### src/rtl/div_request_sequencer.sv
// Request front-end for the integer divider core: screens divide-by-zero, launches the core,
// and holds the result on a valid/ready port. Optional WAIT timeout guarded by DIV_TIMEOUT_EN.
module div_request_sequencer #(
   parameter int unsigned WIDTH   = 4,
   parameter int unsigned TIMEOUT = 31
) (
   input  logic             clk,
   input  logic             rst,
   input  logic             in_valid,
   output logic             in_ready,
   input  logic [WIDTH-1:0] in_dividend,
   input  logic [WIDTH-1:0] in_divisor,
   output logic             core_go,
   output logic             core_error,
   output logic [WIDTH-1:0] core_x,
   output logic [WIDTH-1:0] core_y,
   input  logic             core_done,
   input  logic [WIDTH-1:0] core_q,
   input  logic [WIDTH-1:0] core_r,
   output logic             core_abort,
   output logic             out_valid,
   input  logic             out_ready,
   output logic [WIDTH-1:0] out_quotient,
   output logic [WIDTH-1:0] out_remainder,
   output logic [1:0]       out_status,
   output logic             busy,
   output logic [7:0]       req_count
);

   typedef enum logic [1:0] {
      StIdle  = 2'd0,
      StIssue = 2'd1,
      StWait  = 2'd2,
      StResp  = 2'd3
   } state_e;

   state_e           state_q, state_d;
   logic [WIDTH-1:0] x_q, x_d, y_q, y_d;
   logic [WIDTH-1:0] quo_q, quo_d, rem_q, rem_d;
   logic             err_q, err_d;
   logic [1:0]       status_q, status_d;
   logic [7:0]       count_q, count_d;
   logic             timeout_hit;

`ifdef DIV_TIMEOUT_EN
   localparam int unsigned TimerW = $clog2(TIMEOUT + 1);

   logic [TimerW-1:0] timer_q, timer_d;

   // Fires during the TIMEOUT-th WAIT cycle; a simultaneous core_done takes priority.
   assign timeout_hit = (state_q == StWait) && (timer_q == TimerW'(TIMEOUT - 1)) && !core_done;

   always_comb begin
      timer_d = timer_q;
      if (state_q == StIssue) begin
         timer_d = '0;
      end else if (state_q == StWait) begin
         timer_d = timer_q + TimerW'(1);
      end
   end

   always_ff @(posedge clk or posedge rst) begin
      if (rst) begin
         timer_q <= '0;
      end else begin
         timer_q <= timer_d;
      end
   end
`else
   assign timeout_hit = 1'b0;
`endif

   always_comb begin
      state_d  = state_q;
      x_d      = x_q;
      y_d      = y_q;
      err_d    = err_q;
      quo_d    = quo_q;
      rem_d    = rem_q;
      status_d = status_q;
      count_d  = count_q;
      case (state_q)
         StIdle: begin
            if (in_valid) begin
               x_d   = in_dividend;
               y_d   = in_divisor;
               err_d = (in_divisor == '0);
               if (in_divisor == '0) begin
                  // Answered locally; the core never sees this request.
                  quo_d    = '1;
                  rem_d    = in_dividend;
                  status_d = 2'b01;
                  state_d  = StResp;
               end else begin
                  state_d = StIssue;
               end
            end
         end
         StIssue: state_d = StWait;
         StWait: begin
            if (core_done) begin
               quo_d    = core_q;
               rem_d    = core_r;
               status_d = 2'b00;
               state_d  = StResp;
            end else if (timeout_hit) begin
               quo_d    = '0;
               rem_d    = '0;
               status_d = 2'b10;
               state_d  = StResp;
            end
         end
         StResp: begin
            if (out_ready) begin
               count_d = count_q + 8'd1;
               state_d = StIdle;
            end
         end
         default: state_d = StIdle;
      endcase
   end

   always_ff @(posedge clk or posedge rst) begin
      if (rst) begin
         state_q  <= StIdle;
         x_q      <= '0;
         y_q      <= '0;
         err_q    <= 1'b0;
         quo_q    <= '0;
         rem_q    <= '0;
         status_q <= 2'b00;
         count_q  <= 8'd0;
      end else begin
         state_q  <= state_d;
         x_q      <= x_d;
         y_q      <= y_d;
         err_q    <= err_d;
         quo_q    <= quo_d;
         rem_q    <= rem_d;
         status_q <= status_d;
         count_q  <= count_d;
      end
   end

   assign in_ready      = (state_q == StIdle);
   assign core_go       = (state_q == StIssue);
   assign out_valid     = (state_q == StResp);
   assign busy          = (state_q != StIdle);
   assign core_abort    = timeout_hit;
   assign core_error    = err_q;
   assign core_x        = x_q;
   assign core_y        = y_q;
   assign out_quotient  = quo_q;
   assign out_remainder = rem_q;
   assign out_status    = status_q;
   assign req_count     = count_q;

endmodule

### config.mk
export PLATFORM = sky130hd
export DESIGN_NAME = div_request_sequencer
export DESIGN_NICKNAME = d
export VERILOG_FILES = /design/src/rtl/div_request_sequencer.sv
export SDC_FILE = /design/constraint.sdc
export NUM_CORES = 1
export LEC_CHECK = 0
export BUFFER_PORTS_ARGS = -buffer_cell sky130_fd_sc_hd__buf_2
export CORE_MARGIN = 1.5
export CORE_UTILIZATION = 40
export CTS_CLUSTER_DIAMETER = 30
export DETAILED_ROUTE_END_ITERATION = 8
export GPL_TIMING_DRIVEN = 1
export PLACE_DENSITY = 0.68
export SYNTH_ARGS = -nofsm -noshare
export SYNTH_HDL_FRONTEND = slang
export SYNTH_SLANG_ARGS = --single-unit
### constraint.sdc
create_clock -name clk -period 2 [get_ports clk]
set_input_delay 0.5 -clock clk [delete_from_list [all_inputs] [get_ports clk]]
set_output_delay 0.5 -clock clk [all_outputs]
set_load 0.03 [all_outputs]
Word level (Yosys, flattened, before mapping)
Index checks and enable logic that the tools add are counted.
Storage, ports and cells
  register bits: 29
  input port bits: 21
  output and inout port bits: 32
  word-level logic and storage cells: 41
Operators by class
  $add $sub $neg: 1
  equality and inequality tests: 7
  muxes and demuxes: 17
  reduce and logical (&&, ||, !) cells: 8
Operators with widths (count)
  $mux W4: 6
  $pmux W4 S2: 2
  $mux W2: 7
  $add A8 B1 Y8 const B: 1
  $pmux W2 S4: 1
  $eq A2 B2 Y1 const B: 2
  $logic_not A4 Y1: 1
  $ne A2 B1 Y1 const B: 2
  $ne A2 B2 Y1 const B: 2
  $pmux W2 S2: 1
  $reduce_and A2 Y1: 2
  $reduce_and A4 Y1: 1
  $reduce_bool A2 Y1: 2
  $reduce_and A3 Y1: 1
  $eq A2 B1 Y1 const B: 1
  $logic_not A2 Y1: 1

Longest topological paths before layout
Gate-level depths: netlist (run 1).
  depth in word-level cells: 4
  gate-level depth with buffers: 6
  depth with buffers taken out: 5

Worst setup path after synthesis (run 1)
Ideal clock, no wire load.
  path type: input port to flip-flop
  from: input port in_divisor[0]
  to: register quo_q[0] (netlist: out_quotient[0])
  library setup time: 0.125 ns
  arrival: 1.761 ns
  required time: 1.875 ns
  setup slack: 0.114 ns
  stages on the path: 4
  path buffers: 1
  cell sequence: or4_4 -> a211o_1 -> buf_6 -> mux2_4
On the way
  cells in the longest elaborated chain, start to end: 3
RTL lines
  start, declared: RTL line 12  | input logic [WIDTH-1:0] in_divisor,
  $logic_not A4 Y1: RTL line 88  | if (in_divisor == '0) begin
  $ne A2 B1 Y1 (no source line)
  $reduce_and A4 Y1 (no source line)
  end signal, assigned: RTL line 138  | quo_q <= quo_d;
  end, declared: RTL line 39  | logic [WIDTH-1:0] quo_q, quo_d, rem_q, rem_d;
No other way between the ends.
A chain may end at the register's enable or synchronous reset.

Worst setup path in the final report (run 1)
  from: register state_q[0]
  to: output port busy
On the way
  cells in the longest elaborated chain, start to end: 1
RTL lines
  start, declared: RTL line 37  | state_e state_q, state_d;
  start signal, assigned: RTL line 125  | state_q <= StIdle;
  start signal, assigned: RTL line 134  | state_q <= state_d;
  $reduce_bool A2 Y1: RTL line 148  | assign busy = (state_q != StIdle);
  end, declared: RTL line 26  | output logic busy,
No other way between the ends.

==> flow_summary.yaml, run 1 <==
global_route:
  grt_pass1_wl_um: 4290
  grt_util_all_layers_pct: 15.6
  largest_net_degree_at_the_start_of_global_routing: 17
  first_global_vias: 961
  number_of_antenna_violations_at_the_first_check_in_global_routing: 0
  global_route.overflow_total: 0
clock_tree:
  ctsHoldBuffers: 0
  ctsLongestPathBuffers: 2
  clock_insertion_delay_worst_skew_ns: 0.33
  cts-resized-gates: 0
  clock-root-buffer: "clkbuf_4"
  clock-sinks: 28
  tritoncts: "yes"
  cts_setup_buffers: 0
  htreeDepth: 1
  numCtsBuffers: 3
  clk_pin_slew_ns: 0.15
worst_setup_path:
  critical_path.cell_chain: "inv_1 > ha_1 > inv_1 > buf_2"
  worst_setup_path_start_kind: "register"
  crit_family: "flip-flops"
  largest_incremental_delay_on_the_critical_path_ns: 0.44
  worst_path_max_delay_cell: "dfrtp_1"
  critPathMaxFanout: 4
  reg2reg_slack_ns: 0.26
  path_class: "register to output pin"
  critPathArrivalTime_ns: 1.36
  worstSetupPathDepth: 4
  worstPathRequired_ns: 1.50
  critPathCaptureType: "output pin"
  cp.buffers_inverters: 3
  reg2regPathDepth: 6
  crit_path_top_cell_by_count: "inv_1"
timing:
  finalWorstPathRequiredPeriod_ns: 1.86
  setup_viol_count_final: 0
  min_period_over_period_pct: 92.8
  rsz0062_at_grt: "false"
  layout_setup_ws_ns: 0.143
  final-hold-violation-count: 0
  fin_worst_skew_ns: 0.00889
  hold-worst-slack_ns: 0.179
  timing.setup.tns_ns: 0
  final-max-slew-violation-count: 0
  tightest_slew_ns: 0.550
  slew_headroom_pct: 63.3
  fmax_mhz: 539
pwr:
  cellLeakagePower_uw: 0.000902
  irDropWorstVdd_mv: 0.906
  intPower_uw: 1700
  clock_power_share_pct: 12.4
  power.share.combinational_pct: 55.6
  cellPowerDensity_nw_per_um2: 1740
  sw_ratio_pct: 43.4
  power.switching_uw: 1300
  power.share.sequential_pct: 32.1
finish:
  area_growth_pct: 27.4
  final_nets: 184
  n_antenna_cell: 0
  final_core_utilization_pct: 55.1
  post_route_cells_drive_above_1_share_pct: 51.9
  finalInstanceArea_sq_um: 1720
  layout.filler_cells: 300
logic_synthesis:
  yosys.area_share.xor_xnor_pct: 4.53
  post_synth_instance_area_sq_um: 1350
  synth-main-ff-cell: "dfrtp_1"
  synth_cell_types: 25
  synth_async_sr_flop_share_pct: 100
  synth_top_family_by_area: "multiplexers"
  synth-adder-area-share_pct: 5.55
  synth-edff-count: 0
  netlist.top_cell.by_area: "dfrtp_1"
  synthTopCellsByCount: "28 x dfrtp_1, 14 x mux2_2, 8 x inv_1, 8 x mux2_4, 6 x ha_1"
  synth_seq_cells: 28
  compound_cell_area_share_of_the_yosys_netlist_pct: 1.67
  synth.area.top_cells: "dfrtp_1 52%, mux2_2 12%, mux2_4 8.9%, ha_1 5.6%, xnor2_1 3.2%"
  ys_seq_area_share_pct: 51.8
  ys_warns: 0
  syn_area_per_cell_sq_um: 13.3
  post-synth-top-count-cell: "dfrtp_1"
  yosys.area.top_type_share_pct: 51.8
  post_synth_inst_count: 102
  synth-simple-area-share_pct: 7.96
  synth.mux.area_fraction_pct: 23.5
floorplanning:
  initial_core_util_pct: 43.2
  die_height_um: 61.2
  ios: 53
  dieArea_sq_um: 3740
  chipWidth_um: 61.2
  core.rowCount: 20
  core_area_sq_um: 3130
hold_path:
  hold_path_class: "primary input to asynchronous set/reset pin"
placed_design:
  hpwlAfterDp_um: 2060
  numPortBuffers: 50
  finalWeightedCongestion: 0.694
  place_ws_ns: -0.0699
  placed_inst_area_sq_um: 1670
drt:
  top_layer: "met4"
  route.antenna.remaining_nets: 0
  drtIter0Drc: 54
  wirelength_um: 2560
  wl_met2_um: 1270
  detailroute.wirelength.met3_um: 178
  wl_per_cell_um: 12.8
  via_density_per_instance: 4.69
  dr_total_vias: 937
  post-route-drc-count: 0
  number_of_detailed_routing_iterations_run_before_antenna_repair: 4
  routedLengthMet1_um: 1080
run_status:
  run_status: "finished, final reports clean"
job:
  cap_violations: 0
-- cells by family after synthesis --
logic type,after synthesis
compound gates,3
other cells,1
xor+xnor,7
buf+inv,13
mux,26
simple gates,18
fa+ha+maj,6
flops,28
-- registers in the layout (all words and copies together), names as in the netlist --
signal	flops
core_error	1
core_x	4
core_y	4
out_quotient	4
out_remainder	4
out_status	1
req_count	8
state_q	2
-- through the flow --
step                      total power [uW]  std cells
final                                 3000        200
after global routing                  3200        200
after CTS                             3040        200
after detailed placement              2660        196
after global placement                2610        196
after floorplan                       2210        103
-- per-layer routing --
layer,up-vias,track usage (%)
met4,0,4.66
met3,5,4.20
met2,36,26.0
li1,447,-
met1,449,19.7
met5,-,0
-- final timing paths --
kind / start / to
worst max-delay path: state_q[0] / busy
worst min-delay path: rst / req_count[7]
worst max register to register: state_q[0] / out_remainder[2]
worst min register to register: req_count[7] / req_count[7]
max in group asynchronous: rst / core_y[0]
min in group clk: in_dividend[0] / core_x[0]
-- layout make-up --
class                           count  area (sq um)  share of cell area (%)
Multi-Input combinational cell     62           592                    34.4
Inverter                            8          30.0                    1.74
Clock inverter                      1          30.0                    1.74
Clock buffer                        3          22.5                    1.31
Tap cell                           44          55.1                    3.20
Timing Repair Buffer               54           293                    17.0
Sequential cell                    28           701                    40.7
-- power groups by stage --
stage          clock network [uW]  registers (uW)  logic (uW)
2_1_floorplan                   0            1380         829
3_3_place_gp                    0             960        1650
3_5_place_dp                    0             977        1690
4_1_cts                       382             969        1690
5_1_grt                       411            1000        1790
6_report                      371             962        1670
-- cell usage in the layout (no fill, tap or decap), types with 2 or more instances in the layout --
| cell type | netlist | routed |
|---|---|---|
| mux2_2 | 14 | 14 |
| conb_1 | 1 | 2 |
| xnor2_1 | 5 | 5 |
| buf_4 | 2 | 3 |
| nand4_1 | 3 | 3 |
| xor2_1 | 2 | 2 |
| mux2i_1 | 4 | 4 |
| buf_2 | 0 | 50 |
| nand2b_1 | 4 | 4 |
| dfrtp_1 | 28 | 28 |
| nand2_1 | 4 | 4 |
| mux2_4 | 8 | 8 |
| ha_1 | 6 | 6 |
| clkbuf_4 | 0 | 3 |
| inv_1 | 8 | 8 |
| and3_1 | 2 | 2 |
Note: power is estimated with default switching activity, not from simulation.
==> inputs of run 2 (changes only) <==
Settings changed: CORE_UTILIZATION 40 to 45, GPL_ROUTABILITY_DRIVEN set to 1, PLACE_DENSITY 0.68 to not set, PLACE_DENSITY_LB_ADDON set to 0.05.
==> run 2 against run 1 <==
  * The flow now finishes with violations (DRC)
  * Global-route usage rose by 0.66 points
  * Flip-flop and latch count did not move
  * Combinational power barely moved
  * Non-clock buffer count fell by 1
  * Final area fell by 3.1%
  * Worst hold slack improved by 0.038 ns
  * Worst setup slack improved by 0.026 ns
  * Largest cell class unchanged
  * Highest routed layer unchanged
  * Via count fell by 0.32%
  * Register-to-register slack barely moved
  * Cell count fell by 7.5%
  * Total power fell by 4.8%
  * Core utilization rose by 4.4 points
==> flow_summary.yaml, run 2 (same netlist as run 1, synthesis figures left out) <==
worst_setup_path:
  worst_setup_path_start_kind: "register"
  critPathArrivalTime_ns: 1.33
  path_class: "register to output pin"
  largest_incremental_delay_on_the_critical_path_ns: 0.43
  critPathCaptureType: "output pin"
  worstPathRequired_ns: 1.50
  worst_path_max_delay_cell: "dfrtp_1"
  critPathMaxFanout: 4
  critical_path.cell_chain: "inv_1 > ha_1 > buf_2"
drt:
  routedLengthMet1_um: 1090
  wl_met2_um: 1300
  number_of_detailed_routing_iterations_run_before_antenna_repair: 6
  detailroute.wirelength.met3_um: 153
  drtIter0Drc: 25
  wirelength_um: 2570
  dr_total_vias: 934
  via_density_per_instance: 5.05
  top_layer: "met4"
  wl_per_cell_um: 13.9
  post-route-drc-count: 8
  route.antenna.remaining_nets: 0
clock_tree:
  clk_pin_slew_ns: 0.14
  clock-sinks: 28
  numCtsBuffers: 3
  ctsHoldBuffers: 0
  ctsLongestPathBuffers: 2
  cts-resized-gates: 0
  htreeDepth: 1
  clock_insertion_delay_worst_skew_ns: 0.32
  tritoncts: "yes"
  clock-root-buffer: "clkbuf_4"
  cts_setup_buffers: 0
placed_design:
  placedCellCount: 182
  hpwlAfterDp_um: 1980
  numPortBuffers: 50
  finalWeightedCongestion: 0.677
timing:
  fin_worst_skew_ns: 0.00667
  timing.setup.tns_ns: 0
  final-max-slew-violation-count: 0
  min_period_over_period_pct: 91.5
  fmax_mhz: 546
  setup_viol_count_final: 0
  rsz0062_at_grt: "false"
  finalWorstPathRequiredPeriod_ns: 1.83
  final-hold-violation-count: 0
floorplanning:
  die_height_um: 57.8
  core_area_sq_um: 2810
  ios: 53
  core.rowCount: 19
  initial_core_util_pct: 48.2
  chipWidth_um: 57.8
  dieArea_sq_um: 3340
run_status:
  run_status: "complete, but fails checks"
  violations: "DRC"
finish:
  post_route_cells_drive_above_1_share_pct: 51.3
  layout.cells.non_filler: 185
  final_nets: 183
  largest_register_ffs: 8
  area_growth_pct: 23.4
  mostFrequentLayoutCells: "50 x buf_2, 28 x dfrtp_1, 14 x mux2_2"
  layout_commonest_cell: "buf_2"
  layout.filler_cells: 239
  n_antenna_cell: 0
hold_path:
  hold_path_class: "primary input to asynchronous set/reset pin"
job:
  cap_violations: 0
pwr:
  irDropWorstVdd_mv: 0.886
  cellLeakagePower_uw: 0.000883
  cellPowerDensity_nw_per_um2: 1710
global_route:
  first_global_vias: 957
  global_route.overflow_total: 0
  grt_pass1_wl_um: 4230
  grt_util_all_layers_pct: 16.2
  number_of_antenna_violations_at_the_first_check_in_global_routing: 0
  largest_net_degree_at_the_start_of_global_routing: 29
-- run 2: cell types whose count changed in the layout (fill, tap and decap cells not counted), sizes merged --
cell	delta
bufinv	-1
buf	-1
-- run 2: final cells by class --
cell class / instances / area, sq um / area share, %
flip-flops and latches: 28 / 701 / 42.0
multi-input cells: 62 / 592 / 35.5
repair buffers: 53 / 285 / 17.1
well taps: 31 / 38.8 / 2.32
inverters: 8 / 30.0 / 1.80
clock buffers: 3 / 22.5 / 1.35
-- run 2: per-stage QoR --
step / power (uW) / instance area, sq um / setup slack (ns) / hold slack [ns] / util [%]
floorplan: 2210 / 1360 / 0.114 / 0.565 / -
global placement: 2610 / 1650 / -0.0521 / 0.451 / 58.7
detailed placement: 2670 / 1650 / -0.0780 / 0.455 / 58.7
CTS: 2890 / 1670 / 0.147 / 0.219 / 59.5
global route: 3030 / 1670 / 0.0683 / 0.240 / 59.5
finish: 2860 / 1670 / 0.170 / 0.217 / 59.5
-- run 2: critical path, delay by kind of cell (launching register included) --
kind / cells / cell delay [ns]
adders and majority gates: 1 / 0.23
buffers and inverters: 2 / 0.35
DFF: 1 / 0.43
-- run 2: worst paths after layout --
kind                           startpoint         endpoint  slack, ns  cells past startpoint
max in group asynchronous             rst        core_y[0]       1.51                      3
min in group clk           in_dividend[0]        core_x[0]       0.41                      2
setup reg to reg               state_q[0]  out_quotient[1]       0.26                      6
setup / recovery               state_q[0]         in_ready       0.17                      3
hold reg to reg              req_count[7]     req_count[7]       0.48                      1
hold / removal                        rst  out_quotient[3]       0.22                      3
-- run 2: layer usage --
layer / track usage (%) / vias to the layer above
li1: - / 445
met1: 20.4 / 453
met2: 28.7 / 34
met3: 3.13 / 2
met4: 3.99 / 0
met5: 0 / -
-- run 2: power by group --
group,leakage (uW),switching (uW),internal (uW),total (uW)
clock network,0.0000138,155,70.5,226
logic,0.000537,980,694,1670
registers,0.000332,153,803,956
